==> src/rtl/dmem_pkg.sv <==
// Shared types and helpers for the byte-addressed data memory.
// Holds FSM states, access-size codes and load extension.
package dmem_pkg;

  typedef enum logic [1:0] {
    IDLE,
    XFER,
    RESP
  } state_t;

  localparam logic [1:0] SZ_BYTE = 2'd0;
  localparam logic [1:0] SZ_HALF = 2'd1;
  localparam logic [1:0] SZ_WORD = 2'd2;

  localparam int MAX_DW = 64;

  // Keeps the low nbytes*bw bits; fills above with the top kept bit or 0.
  function automatic logic [MAX_DW-1:0] sign_extend(
    input logic [MAX_DW-1:0] data,
    input int                nbytes,
    input int                bw,
    input logic              sgn
  );
    logic [MAX_DW-1:0] r;
    int                top;
    logic              msb;
    top = nbytes * bw;
    msb = sgn & data[top-1];
    r   = '0;
    for (int i = 0; i < MAX_DW; i++) begin
      r[i] = (i < top) ? data[i] : msb;
    end
    return r;
  endfunction

endpackage

==> src/rtl/dmem_byte_ram.sv <==
// Byte-wide storage array for the data memory.
// Synchronous write port, asynchronous read port, no reset.
module dmem_byte_ram #(
  parameter int ADDR_W = 8,
  parameter int BYTE_W = 8
) (
  input  logic              clk,
  input  logic              we,
  input  logic [ADDR_W-1:0] addr,
  input  logic [BYTE_W-1:0] wdata,
  output logic [BYTE_W-1:0] rdata
);

  logic [BYTE_W-1:0] mem [2**ADDR_W];

  always_ff @(posedge clk) begin
    if (we) mem[addr] <= wdata;
  end

  assign rdata = mem[addr];

endmodule

==> src/rtl/byte_data_memory.sv <==
// Big-endian byte/half/word data memory, one byte moved per cycle.
// Request and response channels use valid/ready handshakes.
module byte_data_memory
  import dmem_pkg::*;
#(
  parameter int ADDR_W     = 8,
  parameter int BYTE_W     = 8,
  parameter int WORD_BYTES = 4,
  parameter int SIZE_W     = 2
) (
  input  logic                         clk,
  input  logic                         rst_n,
  input  logic                         req_valid,
  output logic                         req_ready,
  input  logic                         req_we,
  input  logic [SIZE_W-1:0]            req_size,
  input  logic                         req_signed,
  input  logic [ADDR_W-1:0]            req_addr,
  input  logic [WORD_BYTES*BYTE_W-1:0] req_wdata,
  output logic                         rsp_valid,
  input  logic                         rsp_ready,
  output logic [WORD_BYTES*BYTE_W-1:0] rsp_rdata,
  output logic                         rsp_err
);

  localparam int DW     = WORD_BYTES * BYTE_W;
  localparam int LOG_WB = $clog2(WORD_BYTES);
  localparam int CNT_W  = (LOG_WB > 0) ? LOG_WB : 1;

  state_t state, state_n;

  logic              we_q, sgn_q, err_q;
  logic [CNT_W:0]    n_q, bidx;
  logic [CNT_W-1:0]  cnt;
  logic [ADDR_W-1:0] addr_q, ram_addr;
  logic [DW-1:0]     wdata_q, acc;
  logic [BYTE_W-1:0] ram_wdata, ram_rdata;
  logic              ram_we, accept, last, size_bad;
  logic [MAX_DW-1:0] ext;

  assign accept   = req_valid & req_ready;
  assign size_bad = int'(req_size) > LOG_WB;
  assign last     = ({1'b0, cnt} == n_q - (CNT_W+1)'(1));

  // Byte k of the access is byte n-1-k of the right-justified store data.
  assign bidx      = n_q - (CNT_W+1)'(1) - {1'b0, cnt};
  assign ram_addr  = addr_q + ADDR_W'(cnt);
  assign ram_wdata = BYTE_W'(wdata_q >> (int'(bidx) * BYTE_W));
  assign ram_we    = (state == XFER) & we_q;

  dmem_byte_ram #(
    .ADDR_W (ADDR_W),
    .BYTE_W (BYTE_W)
  ) u_ram (
    .clk   (clk),
    .we    (ram_we),
    .addr  (ram_addr),
    .wdata (ram_wdata),
    .rdata (ram_rdata)
  );

  always_ff @(posedge clk or negedge rst_n) begin
    if (!rst_n) state <= IDLE;
    else        state <= state_n;
  end

  always_comb begin
    state_n = state;
    unique case (state)
      IDLE: if (accept)    state_n = size_bad ? RESP : XFER;
      XFER: if (last)      state_n = RESP;
      RESP: if (rsp_ready) state_n = IDLE;
      default:             state_n = IDLE;
    endcase
  end

  always_ff @(posedge clk or negedge rst_n) begin
    if (!rst_n) begin
      we_q    <= 1'b0;
      sgn_q   <= 1'b0;
      err_q   <= 1'b0;
      n_q     <= '0;
      cnt     <= '0;
      addr_q  <= '0;
      wdata_q <= '0;
      acc     <= '0;
    end else if (accept) begin
      we_q    <= req_we;
      sgn_q   <= req_signed;
      err_q   <= size_bad;
      n_q     <= (CNT_W+1)'(1) << req_size;
      cnt     <= '0;
      addr_q  <= req_addr;
      wdata_q <= req_wdata;
      acc     <= '0;
    end else if (state == XFER) begin
      cnt <= cnt + 1'b1;
      if (!we_q) acc <= (acc << BYTE_W) | DW'(ram_rdata);
    end
  end

  assign ext       = sign_extend(MAX_DW'(acc), int'(n_q), BYTE_W, sgn_q);
  assign req_ready = (state == IDLE);
  assign rsp_valid = (state == RESP);
  assign rsp_err   = rsp_valid & err_q;
  assign rsp_rdata = (rsp_valid & ~we_q & ~err_q) ? ext[DW-1:0] : '0;

endmodule

==> config.mk <==
export PLATFORM = sky130hd
export DESIGN_NAME = byte_data_memory
export DESIGN_NICKNAME = d
export VERILOG_FILES = /design/src/rtl/dmem_pkg.sv /design/src/rtl/dmem_byte_ram.sv /design/src/rtl/byte_data_memory.sv
export SDC_FILE = /design/constraint.sdc
export NUM_CORES = 2
export LEC_CHECK = 0
export ABC_AREA = 1
export BUFFER_PORTS_ARGS = -buffer_cell sky130_fd_sc_hd__buf_2
export CORE_MARGIN = 5
export CORE_UTILIZATION = 60
export DETAILED_ROUTE_END_ITERATION = 8
export PLACE_DENSITY_LB_ADDON = 0.25
export SYNTH_ARGS = -nofsm -noshare
export SYNTH_HDL_FRONTEND = slang
export SYNTH_SLANG_ARGS = --single-unit
==> constraint.sdc <==
create_clock -name clk -period 12.8 [get_ports clk]
set_input_delay 0.64 -clock clk [delete_from_list [all_inputs] [get_ports clk]]
set_output_delay 0.64 -clock clk [all_outputs]
set_load 0.01 [all_outputs]
* Word level (Yosys, flattened, before mapping)
Memories as Yosys holds them, arrays and structs flattened. Cells that the tools add are included.
Operators by class: equality and inequality tests 7, add/subtract/negate cells 5, order comparisons 34, reduce and logical (&&, ||, !) cells 4, bitwise operators 9, shift-type cells 2, mux-type cells 48
Operators with widths (count):
- two-way mux 32 bit | 4
- < comparator 5 x 6 -> 1 bit (first input constant) | 16
- < comparator 4 x 6 -> 1 bit (first input constant) | 8
- two-way mux 1 bit | 36
- OR 32 x 8 -> 32 bit | 1
- >> shifter 32 x 6 -> 8 bit | 1
- < comparator 3 x 6 -> 1 bit (first input constant) | 4
- < comparator 1 x 6 -> 1 bit (first input constant) | 2
- < comparator 2 x 6 -> 1 bit (first input constant) | 2
- two-way mux 2 bit | 6
- adder 8 x 2 -> 8 bit | 1
- < comparator 7 x 8 -> 1 bit (second input constant) | 1
- subtractor 6 x 1 -> 7 bit (second input constant) | 1
- AND 1 bit | 6
- binary-select mux 1 bit (select 6 bit) | 1
- != test 2 x 1 -> 1 bit (second input constant) | 3
- one-hot mux 2 bit (3 select lines) | 1
- equality test 2 x 3 -> 1 bit | 1
- AND reduction 3 bit | 1
- left shift 1 x 2 -> 3 bit (first input constant) | 1
- subtractor 3 x 1 -> 3 bit (second input constant) | 1
- subtractor 3 x 2 -> 3 bit | 1
- adder 2 x 1 -> 2 bit (second input constant) | 1
- equality test 2 x 1 -> 1 bit (second input constant) | 1
- 7 further kinds | 8
Word-level totals: memories kept 1, flip-flop bits (word level) 82, memory bits (writable) 2048, logic and storage cells 119, input port bits 48
Memory list:
- u_ram.mem | depth 256, bits a word 8, rd ports 1, clocked after memory_dff 0, write ports 1, RTL line dmem_byte_ram.sv:14 | logic [BYTE_W-1:0] mem [2**ADDR_W];

* Depth between registers and ports, before layout
depth in word-level cells 7, depth in mapped cells 21, gate-level depth less buffers 18

* By module
From an unflattened synthesis, not the netlist that was laid out.
Unflattened totals: cells, all modules 8589, area total of the unflattened synthesis 89027.9 µm²
Modules (own cells, without submodules):
- dmem_byte_ram | cells an instance 8013, instances 1, seq. area each 61499.0 µm², area each 84696.2 µm²
- byte_data_memory | cells an instance 576, instances 1, seq. area each 2052.0 µm², area each 4331.7 µm²

* Worst setup path before layout
No wires, ideal clock.
path kind register to register, from reg n_q[0], to mem u_ram.mem[0][7] (data pin), required time 11227 ps, arrival 8740 ps, slack 2486 ps, stages on the path, launching flop included 9, cell sequence dfrtp_1 -> inv_1 -> ha_1 -> fa_1 -> clkbuf_1 -> inv_1 -> nor2_1 -> o21ai_0 -> a21oi_1
On the way: cells in the longest elaborated chain, start to end 3
Ends and longest elaborated chain:
- from (decl) | RTL line byte_data_memory.sv:33 | logic [CNT_W:0] n_q, bidx;
- from (signal assigned) | RTL line byte_data_memory.sv:91 | n_q <= (CNT_W+1)'(1) << req_size;
- subtractor 3 x 1 -> 3 bit | RTL line byte_data_memory.sv:46 | assign bidx = n_q - (CNT_W+1)'(1) - {1'b0, cnt};
- subtractor 3 x 2 -> 3 bit | RTL line byte_data_memory.sv:46
- >> shifter 32 x 6 -> 8 bit | RTL line byte_data_memory.sv:48 | assign ram_wdata = BYTE_W'(wdata_q >> (int'(bidx) * BYTE_W));
- named net ram_wdata[7] | RTL line byte_data_memory.sv:37 | logic [BYTE_W-1:0] ram_wdata, ram_rdata;
- to (decl) | RTL line dmem_byte_ram.sv:14
The timed path passes the listed nets, and every way through them passes these cells.

* Worst setup path in the final report
from reg cnt[0], to reg acc[3]
On the way: cells in the longest elaborated chain, start to end 6
Ends and longest elaborated chain:
- from (decl) | RTL line byte_data_memory.sv:34 | logic [CNT_W-1:0] cnt;
- from (signal assigned) | RTL line byte_data_memory.sv:97 | cnt <= cnt + 1'b1;
- adder 8 x 2 -> 8 bit | RTL line byte_data_memory.sv:47 | assign ram_addr = addr_q + ADDR_W'(cnt);
- memory (256 x 8 bit)
- OR 32 x 8 -> 32 bit | RTL line byte_data_memory.sv:98 | if (!we_q) acc <= (acc << BYTE_W) | DW'(ram_rdata);
- two-way mux 32 bit | RTL line byte_data_memory.sv:98
- two-way mux 32 bit | RTL line byte_data_memory.sv:96 | end else if (state == XFER) begin
- two-way mux 32 bit | RTL line byte_data_memory.sv:87 | end else if (accept) begin
- to (signal assigned) | RTL line byte_data_memory.sv:98
- to (decl) | RTL line byte_data_memory.sv:36 | logic [DW-1:0] wdata_q, acc;
Every way passes these cells. The select of a mux whose other input is x is not followed. A chain may end at the register's enable or synchronous reset.

==> impl_metrics.toml <==
[cells_and_area]
area_growth_pct = 9.766
drive_gt1_share_pct = 5.749
layout_commonest_cell = "nor2_1"
final_cell_mix = "nor2_1, nand2_1, edfxtp_1"
fin_nets = 8597
num-fill-cells = 10830

[floorplan]
start_util_pct = 60.33
core-area_um2 = 147700
io-pin-count = 83
die_h_um = 395.3
die-area_um2 = 156300
rows = 141
die_width_um = 395.3

[yosys]
seq_area_frac_synth_pct = 71.34
netlist_area_um2 = 89080
synth_top_area_share_pct = 69.04
synth_area_leaders = "edfxtp_1, nor2_1, nand2_1"
syn_area_per_cell_um2 = 10.43
synth_cell_types = 33
ys.warnings.count = 0
synth_nets = 8599
synth-seq-cells = 2130
synthCells = 8543
yosysTopAreaCell = "edfxtp_1"

[clock_tree]
clock_latency_ns = 0.85
post-cts-setup-buffers = 0
cts_tree = "yes"
cts_root_buf = "clkbuf_16"
cts_buffers = 207
clockBufferDepth = 3
htree_levels = 4
cts_sinks = 2130
clk_pin_slew_ns = 0.06

[drt]
vias_per_cell = 5.766
num_vias = 61400
dr.pass1.iters = 6
drtIter0Drc = 8700
antenna_left = 0
wirelength_mm = 244.4
wl_per_cell_um = 22.95
drc = 0

[placed_design]
gp_congestion = 0.8701
io_buffers = 82
dp_hpwl_mm = 135.9

[worst_setup_path]
cp-end-kind = "flop"
critPathMaxFanout = 94
crit_path_top_delay_cell = "fa_4"
cp.arrival_ns = 6.96
critical_path_class = "flop to flop"
crit_family = "buffers and inverters"
max_stage_delay_ns = 1.12
path_cells = "ha_4 -> fa_4 -> inv_6 -> nand2_8 -> buf_4 -> buf_4 -> nor2_1 -> nor2_1 -> nand2_1 -> nand2_1 -> nand2_1 -> nand2_1 -> nand2_1 -> nand2_1 -> nand2_1 -> o21ai_0 -> nand2_1 -> o21ai_1"
start_kind = "flop"
crit_buf_inv = 3
ff2ff_setup_slack_ns = 6.57
cpMostUsedCell = "nand2_1"
cp.required_ns = 13.53

[global_route]
grt.overflow.total = 0
track_usage_pct = 30.87
grt_max_degree = 181
grt_pass1_wl_mm = 363.8
antenna_found_initial = 4
grt_pass1_vias = 59400

[sta]
finalSetupViolations = 0
tightest_slew_ns = 1.298
grt_setup_unrepaired = "false"
finalHoldViolCount = 0
max_freq_ghz = 0.1606
fin_skew_ns = 0.04722
finalSetupTns_ns = 0
report.final.slew_viol_count = 0
fin_crit_sh_pct = 48.66
fin_crit_ns = 6.228
max_slew_margin_pct = 13.45

[outcome]
outcome = "finished clean"

[flow_run]
max_cap_viol_count = 0

[min_path]
min_path_type = "input port to flop"
## cells by family after synthesis
| family | synth area share, % |
|---|---|
| adders and majority gates | 0.1292 |
| AOI/OAI and AO/OA | 1.579 |
| xor gates and xnor gates | 0.03793 |
| buffers and inverters | 4.549 |
| DFF | 71.34 |
| and+or+nand+nor | 22.36 |
## per-layer routing
metal,GRT usage [%],vias up,part of all wire (%)
met5,0,-,0.023
met4,12.90,2,4.6
met3,6.842,613,11
met2,48.81,3649,46
met1,42.06,29410,38
li1,-,27730,-
## stage by stage
stage / hold slack (ns) / setup slack (ns) / instance area (um^2) / util, % / std cells
floorplan: 0.3444 / 2.486 / 89080 / - / 8543
global placement: 0.4578 / 6.765 / 91050 / 61.66 / 10230
detailed placement: 0.4646 / 6.702 / 91050 / 61.66 / 10230
CTS: 0.008921 / 6.662 / 97770 / 66.21 / 10640
global route: 0.03880 / 6.360 / 97770 / 66.21 / 10640
finish: 0.07232 / 6.572 / 97780 / 66.22 / 10650
## cell usage after synthesis
cell       count
nor2_1      2439
xor2_1         1
ha_1           6
xnor2_1        1
nand2_1     2294
dfrtp_1       82
nand3b_1       6
nand2_2        4
inv_1        583
o21a_1         2
buf_2        209
nor3_1         1
o31ai_1        1
a21oi_1       50
xnor2_2        1
buf_1         42
clkinv_1       2
o22ai_1       35
clkbuf_1     149
fa_1           2
nand3_1      371
edfxtp_1    2048
o2111ai_1     16
inv_2          5
o211ai_1       3
nand4_1        9
o21bai_1      11
o21ai_0      123
or2_2         25
o21ai_1        9
buf_4         10
o22a_1         1
nor2_2         2
## flip-flops by register name (all words and copies together), names as in the netlist
name       cells
sgn_q          1
acc           32
wdata_q       32
cnt            2
n_q            3
u_ram.mem   2048
addr_q         8
err_q          1
state          2
we_q           1
## repair_timing
action,in CTS,in global routing
hold buffers,35,0
resized for setup,0,0
setup endpoints to repair,0,0
hold endpoints to repair,69,0
## final timing paths
check                              to  startpoint  depth (start not counted)
min in group asynchronous  wdata_q[2]       rst_n                          2
setup reg to reg               acc[3]      cnt[0]                         18
hold reg to reg            wdata_q[1]  wdata_q[1]                          2
setup / recovery               acc[3]      cnt[0]                         18
hold / removal                   we_q      req_we                          3
max in group asynchronous      acc[5]       rst_n                          3
## worst register-to-register path: stages, from the launching register on
cell and delay, ns:
dfrtp_1 0.47, ha_4 0.22, fa_4 1.12, inv_6 0.35
nand2_8 0.47, buf_4 0.95, buf_4 0.99, nor2_1 0.14
nor2_1 0.13, nand2_1 0.05, nand2_1 0.05, nand2_1 0.07
nand2_1 0.05, nand2_1 0.08, nand2_1 0.11, nand2_1 0.06
o21ai_0 0.26, nand2_1 0.34, o21ai_1 0.24
## cell type report
type | count | area [um^2] | area share (%)
inverters | 590 | 2230 | 2.280
multi-input cells | 5413 | 21740 | 22.23
clock buffers | 270 | 5494 | 5.619
flip-flops and latches | 2130 | 63550 | 64.99
repair buffers | 199 | 1466 | 1.500
well taps | 1930 | 2415 | 2.470
diodes | 3 | 7.507 | 0.007678
clock inverters | 112 | 878.3 | 0.8983
Power is left out: the tool's default activity adds up to more than one toggle a clock period on the data nets, which glitch-free logic cannot reach.
